==> src/rtl/uart_arb_pkg.sv <==
// Shared types and helpers for the UART transmit arbiter.
package uart_arb_pkg;

  typedef enum logic [2:0] {
    IDLE    = 3'd0,
    FETCH   = 3'd1,
    ISSUE   = 3'd2,
    WAIT_HI = 3'd3,
    WAIT_LO = 3'd4
  } state_e;

  // Cycles allowed in WAIT_HI for the UART to raise busy before moving on.
  localparam int WAIT_HI_TIMEOUT = 4;

  // Ceiling log2, never less than 1 so a vector is always at least one bit.
  function automatic int clog2(input int value);
    int r;
    r = 0;
    while ((1 << r) < value) r++;
    return (r < 1) ? 1 : r;
  endfunction

endpackage

==> src/rtl/uart_rr_pick.sv <==
// Combinational round-robin selector: first set request searching
// ptr+1, ptr+2, ... modulo N_REQ. Returns a one-hot grant and a valid flag.
module uart_rr_pick
  import uart_arb_pkg::*;
#(
  parameter int N_REQ = 4
) (
  input  logic [N_REQ-1:0]        req,
  input  logic [clog2(N_REQ)-1:0] ptr,
  output logic [N_REQ-1:0]        grant,
  output logic                    valid
);

  localparam int CW = clog2(N_REQ) + 1;

  logic [CW-1:0]        start;
  logic [2*N_REQ-1:0]   dbl;
  logic [N_REQ-1:0]     rot;
  logic [CW-1:0]        off;
  logic [CW-1:0]        win;
  logic                 found;

  // Rotate requests so ptr+1 lands at bit 0, take the lowest set bit, map back.
  always_comb begin
    // NOTE: every variable gets a default before any branch, so no latch is inferred.
    start = {1'b0, ptr} + CW'(1);
    dbl   = {req, req} >> start;
    rot   = dbl[N_REQ-1:0];
    found = 1'b0;
    off   = '0;
    for (int p = 0; p < N_REQ; p++) begin
      if (rot[p] && !found) begin
        found = 1'b1;
        off   = CW'(p);
      end
    end
    win = start + off;
    if (win >= CW'(N_REQ)) win = win - CW'(N_REQ);
    grant = '0;
    for (int i = 0; i < N_REQ; i++) grant[i] = found && (win == CW'(i));
    valid = found;
  end

endmodule

==> src/rtl/uart_tx_arbiter.sv <==
// Packet-granular round-robin arbiter sharing one UART transmitter among
// N_REQ byte-stream requesters. Optional FETCH starvation watchdog is built
// when UART_TX_ARBITER_WATCHDOG_EN is defined; otherwise err_o is tied 0.
module uart_tx_arbiter
  import uart_arb_pkg::*;
#(
  parameter int N_REQ       = 4,
  parameter int WDOG_CYCLES = 1000000
) (
  input  logic                 sys_clk_i,
  input  logic                 sys_rst_i,
  input  logic [N_REQ-1:0]     req_valid_i,
  input  logic [8*N_REQ-1:0]   req_data_i,
  input  logic [N_REQ-1:0]     req_last_i,
  output logic [N_REQ-1:0]     req_ready_o,
  output logic [N_REQ-1:0]     grant_o,
  output logic                 uart_wr_o,
  output logic [7:0]           uart_dat_o,
  input  logic                 uart_busy_i,
  output logic                 active_o,
  output logic                 err_o
);

  localparam int PTR_W = clog2(N_REQ);

  if (N_REQ < 2 || N_REQ > 8 || WDOG_CYCLES < 1) begin : g_param_check
    $error("uart_tx_arbiter: parameter out of range");
  end

  state_e             state_q, state_d;
  logic [N_REQ-1:0]   grant_q, pick_grant;
  logic               pick_valid;
  logic [PTR_W-1:0]   ptr_q, owner_idx;
  logic [7:0]         dat_q, owner_byte;
  logic               last_q, owner_valid, owner_last;
  logic [2:0]         hi_cnt_q;
  logic               start_pkt, take_byte, end_pkt;
  logic               wdog_hit;

  uart_rr_pick #(.N_REQ(N_REQ)) u_pick (
    .req   (req_valid_i),
    .ptr   (ptr_q),
    .grant (pick_grant),
    .valid (pick_valid)
  );

  // Encode the current owner and route its byte lane.
  always_comb begin
    owner_idx   = '0;
    owner_byte  = '0;
    owner_valid = 1'b0;
    owner_last  = 1'b0;
    for (int k = 0; k < N_REQ; k++) begin
      if (grant_q[k]) begin
        owner_idx   = PTR_W'(k);
        owner_byte  = req_data_i[8*k +: 8];
        owner_valid = req_valid_i[k];
        owner_last  = req_last_i[k];
      end
    end
  end

`ifdef UART_TX_ARBITER_WATCHDOG_EN
  localparam int WDOG_W = clog2(WDOG_CYCLES + 1);
  logic [WDOG_W-1:0] wdog_q;
  logic              err_q;

  assign wdog_hit = (state_q == FETCH) && !owner_valid &&
                    (wdog_q == WDOG_W'(WDOG_CYCLES - 1));

  // Count consecutive starved FETCH cycles; any other cycle restarts it.
  always_ff @(posedge sys_clk_i) begin
    if (sys_rst_i) begin
      wdog_q <= '0;
      err_q  <= 1'b0;
    end else begin
      err_q <= wdog_hit;
      if (state_q == FETCH && !owner_valid) wdog_q <= wdog_q + WDOG_W'(1);
      else                                  wdog_q <= '0;
    end
  end

  assign err_o = err_q;
`else
  assign wdog_hit = 1'b0;
  assign err_o    = 1'b0;
`endif

  // Next-state decode; the three strobes steer the datapath registers.
  always_comb begin
    state_d   = state_q;
    start_pkt = 1'b0;
    take_byte = 1'b0;
    end_pkt   = 1'b0;
    case (state_q)
      IDLE: begin
        if (pick_valid) begin
          start_pkt = 1'b1;
          state_d   = FETCH;
        end
      end
      FETCH: begin
        if (owner_valid) begin
          take_byte = 1'b1;
          state_d   = ISSUE;
        end else if (wdog_hit) begin
          end_pkt = 1'b1;
          state_d = IDLE;
        end
      end
      ISSUE: begin
        if (!uart_busy_i) state_d = WAIT_HI;
      end
      WAIT_HI: begin
        if (uart_busy_i || hi_cnt_q == 3'(WAIT_HI_TIMEOUT - 1)) state_d = WAIT_LO;
      end
      WAIT_LO: begin
        if (!uart_busy_i) begin
          if (last_q) begin
            end_pkt = 1'b1;
            state_d = IDLE;
          end else begin
            state_d = FETCH;
          end
        end
      end
      default: state_d = IDLE;
    endcase
  end

  // State register.
  always_ff @(posedge sys_clk_i) begin
    // NOTE: reset is synchronous and only takes effect on the clock edge.
    if (sys_rst_i) state_q <= IDLE;
    // NOTE: registers use <= so every flop samples pre-edge values.
    else           state_q <= state_d;
  end

  // Owner, round-robin pointer and byte/last holding registers.
  always_ff @(posedge sys_clk_i) begin
    if (sys_rst_i) begin
      grant_q <= '0;
      ptr_q   <= PTR_W'(N_REQ - 1);
      dat_q   <= '0;
      last_q  <= 1'b0;
    end else begin
      if (start_pkt) grant_q <= pick_grant;
      if (take_byte) begin
        dat_q  <= owner_byte;
        last_q <= owner_last;
      end
      if (end_pkt) begin
        grant_q <= '0;
        ptr_q   <= owner_idx;
      end
    end
  end

  // WAIT_HI dwell counter guarding a missed busy rising edge.
  always_ff @(posedge sys_clk_i) begin
    if (sys_rst_i)               hi_cnt_q <= '0;
    else if (state_q == WAIT_HI) hi_cnt_q <= hi_cnt_q + 3'd1;
    else                         hi_cnt_q <= '0;
  end

  assign req_ready_o = (state_q == FETCH) ? grant_q : '0;
  assign grant_o     = grant_q;
  assign uart_wr_o   = (state_q == ISSUE);
  assign uart_dat_o  = dat_q;
  assign active_o    = (state_q != IDLE);

endmodule
==> config.mk <==
export PLATFORM = sky130hd
export DESIGN_NAME = uart_tx_arbiter
export DESIGN_NICKNAME = d
export VERILOG_FILES = /design/src/rtl/uart_arb_pkg.sv /design/src/rtl/uart_rr_pick.sv /design/src/rtl/uart_tx_arbiter.sv
export SDC_FILE = /design/constraint.sdc
export NUM_CORES = 1
export LEC_CHECK = 0
export ABC_CLOCK_PERIOD_IN_PS = 2100
export BUFFER_PORTS_ARGS = -buffer_cell sky130_fd_sc_hd__clkbuf_2
export CORE_MARGIN = 1.5
export CORE_UTILIZATION = 45
export DETAILED_ROUTE_END_ITERATION = 16
export HOLD_SLACK_MARGIN = 0.02
export MAX_ROUTING_LAYER = met4
export PLACE_DENSITY = 0.75
export SKIP_LAST_GASP = 1
export SLEW_MARGIN = 20
export SYNTH_ARGS = -nofsm -noshare
export SYNTH_HDL_FRONTEND = slang
export SYNTH_HIERARCHICAL = 1
export SYNTH_SLANG_ARGS = --single-unit
export TNS_END_PERCENT = 50
==> constraint.sdc <==
create_clock -name sys_clk_i -period 2.1 [get_ports sys_clk_i]
set_input_delay 0.21 -clock sys_clk_i [delete_from_list [all_inputs] [get_ports sys_clk_i]]
set_output_delay 0.21 -clock sys_clk_i [all_outputs]
set_load 0.1 [all_outputs]
==> metrics.md <==
| Metric | Value |
|---|---|
| Layout Nets | 281 |
| Max clock buf depth | 2 |
| Reg power frac | 29.4% |
| Area Overhead vs Synth | 24.92% |
| Die width | 61.72 um |
| Met2 GRT Util | 33.68% |
| Vias in the first global route | 1352 |
| DRT antenna net count | 0 |
| Sequential-to-total area share from yosys stat | 27.10% |
| Syn_nets | 227 |
| Fraction of registers with async set/reset | 0% |
| Worst Path Required | 2340 ps |
| Total GRT Usage | 21.56% |
| GRT met1 Usage | 29.77% |
| Final Setup Violations | 0 |
| Reg2reg setup slack | 180 ps |
| Unrepaired setup endpoints after global routing | no |
| Hold buffer count at CTS | 0 |
| Starting DRT DRC Count | 76 |
| Critical-path cell with the highest stage delay | dfxtp_2 |
| Initial antenna violation count | 0 |
| Maximum VDD drop | 0.5760 mV |
| Tot Pwr | 0.001812 W |
| Worst-path clk slew | 120 ps |
| Synth Register Bits | 21 |
| Buf+Inv Stages, Crit Path | 0 |
| First-pass GRT wire length | 6078 um |
| Most frequent CP cell | mux2i_1 |
| Post-CTS Setup Bufs | 0 |
| Min Clock Period, post-route | 1915 ps |
| CTS tree | done |
| Class of the worst hold path | in -> reg |
| Fill cells | 336 |
| Status | completed |
| Busiest grt layer | met2 |
| Most frequently used flop master after synthesis | dfxtp_1 |
| Final hold slack | 290.1 ps |
| Max-cap violations | 0 |
| Pleak | 0.8733 nW |
| Worst-path cell chain | nor3_1, a311o_1, a21oi_1, ha_1, xor2_1, nand2_1, mux2i_1, mux2i_1, nor2_1 |
| FP Rows | 21 |
| Switching Fraction | 53.26% |
| Cell internal pwr | 0.0008471 W |
| Max Freq | 522.1 MHz |
| Power Dens Cells | 935.1 nW/um2 |
| Final-report hold violation count | 0 |
| Worst-margin pin slew | 879.5 ps |
| Number of CTS-inserted buffers | 3 |
| Routed length per instance | 13.16 um |
| Full die area | 3809 um2 |
| DP Wirelength | 2790 um |
| Yosys warnings | 6 |
| Die H | 61.72 um |
| Switching power | 0.0009653 W |
| First-pass DRT Iterations | 4 |
| CP Capture Type | flip-flop |
| Avg Cell Area, Syn | 8.572 um2 |
| Setup TNS | 0 ps |
| Critical Path Source Type | flip-flop |
| Via density | 5.414 |
| Netlist Area Pre-Place | 1551 um2 |
| Htree depth | 1 |
| Total clock sinks | 21 |
| DRC viols | 0 |
| GRT overflow | 0 |
| Share of post-route cells with drive strength above 1 | 38.89% |
| Largest net degree at the start of global routing | 20 |
| CP Class | reg -> reg |
| IO Pins | 62 |
| Combinational power share | 59.8% |
| Inserted Diodes | 0 |
| Pins Over Slew Limit | 0 |
| Number of enable flip-flop cells after synthesis | 0 |
| Initial Util | 46.86% |
| Slew margin rel. | 41.22% |
| Port Buffer Count | 60 |
| Clk Tree Root Cell | clkbuf_4 |
| Crit-path max cell delay | 450 ps |
| GRT met3 Usage | 3.106% |
| Clock Latency Late Sink | 300 ps |
| Core Region | 3311 um2 |
| Tcrit/Tclk final | 91.21% |
| RePlAce Congestion | 0.8449 |
| Clock share of power | 10.8% |
| Crit Path Max Fanout | 11 |
| Worst Path Arrival | 2160 ps |
| Clock Skew | 2.038 ps |
| Distinct cells, synth | 46 |
| Post_cts resized | 0 |
| Vias | 1516 |
| WL final | 3684 um |
| Worst path top cell family by delay | compound AO/OA/AOI/OAI gates |
| Post-synthesis cell count | 181 |
==> synthesized netlist by cell type, types with 4 or more instances <==
library cell	instances	area share, %
clkbuf_1	8	1.9
nand2_1	9	2.2
dfxtp_1	21	27
a22oi_1	18	8.7
nor3_2	9	5.8
mux2i_1	10	6.5
o211a_1	9	5.8
nor3_1	4	1.3
nand2b_1	5	2.0
nor2_1	25	6.0
inv_1	6	1.5
and2_1	4	1.6
nand3b_1	4	1.9
==> through the flow <==
stage / util (%) / setup WS, ps / area (um2) / std cells
3_3_place_gp: 57.71 / 199.6 / 1911 / 276
4_1_cts: 58.50 / 72.95 / 1937 / 280
6_report: 58.54 / 184.7 / 1938 / 280
2_1_floorplan: - / 136.2 / 1570 / 181
5_1_grt: 58.54 / 20.77 / 1938 / 280
3_5_place_dp: 57.71 / 99.46 / 1911 / 276
==> final timing paths <==
check,from,to,depth (start not counted)
worst max-delay path,ptr_q[0]$_SDFFE_PP1P_,grant_o[3]$_SDFFE_PP0P_,9
worst min register to register,hi_cnt_q[0]$_SDFF_PP0_,hi_cnt_q[0]$_SDFF_PP0_,1
worst max register to register,ptr_q[0]$_SDFFE_PP1P_,grant_o[3]$_SDFFE_PP0P_,9
worst min-delay path,req_data_i[5],uart_dat_o[5]$_SDFFE_PP0P_,4
==> placed cells by master, fill, tap and decap left out, types with 3 or more instances in the layout <==
master,count
clkbuf_2,56
nor2_1,25
a22oi_1,18
dfxtp_1,16
mux2i_1,10
o211a_1,9
nor3_2,9
nand2_1,9
buf_4,7
inv_1,6
nand2b_1,5
dfxtp_2,5
nand3b_1,4
nor2b_1,3
nor3_1,3
a211o_1,3
o22a_1,3
ha_1,3
clkbuf_4,3
==> power groups by stage <==
stage | Sequential (W) | Combinational (W) | Clock [W]
4_1_cts | 0.000532 | 0.00109 | 0.000199
3_3_place_gp | 0.000541 | 0.00107 | 0
3_5_place_dp | 0.000541 | 0.00109 | 0
5_1_grt | 0.000545 | 0.00116 | 0.000214
2_1_floorplan | 0.000751 | 0.000680 | 0
6_report | 0.000532 | 0.00108 | 0.000196
==> kinds of logic (layout without fill, tap and decap cells) <==
group | count (synthesis) | after routing | share of synthesized area (%)
simple gates | 77 | 77 | 30.08
compound gates | 45 | 45 | 25.32
buf+inv | 22 | 75 | 7.258
flops | 21 | 21 | 27.10
mux | 10 | 10 | 6.452
fa+ha+maj | 3 | 3 | 2.420
xor+xnor | 2 | 2 | 1.129
other cells | 1 | 1 | 0.2417
==> layout make-up <==
class                      count  area [um2]  share of cell area, %
clock buffer                   4       26.28                  1.356
timing repair buffer          65       372.9                  19.24
sequential                    21       426.7                  22.01
tap                           46       57.56                  2.970
inverter                       6       22.52                  1.162
multi-input combinational    138        1032                  53.26
==> layer usage <==
layer	share of wire, %	wire length, um
met3	3.0	110
met1	47	1719
met4	0.71	26
met5	0	0
met2	50	1827
==> worst reg2reg max path: stages, from the launching register on <==
cell	delay, ps
dfxtp_2	450
nor3_1	90
a311o_1	310
a21oi_1	150
ha_1	220
xor2_1	220
nand2_1	100
mux2i_1	160
mux2i_1	90
nor2_1	90
==> sequential cells by signal (all words and copies together), names as in the netlist <==
| name | cells |
|---|---|
| grant_o | 4 |
| ptr_q | 2 |
| hi_cnt_q | 3 |
| uart_dat_o | 8 |
| last_q | 1 |
| state_q | 3 |
Note: power is estimated with default switching activity, not from simulation.
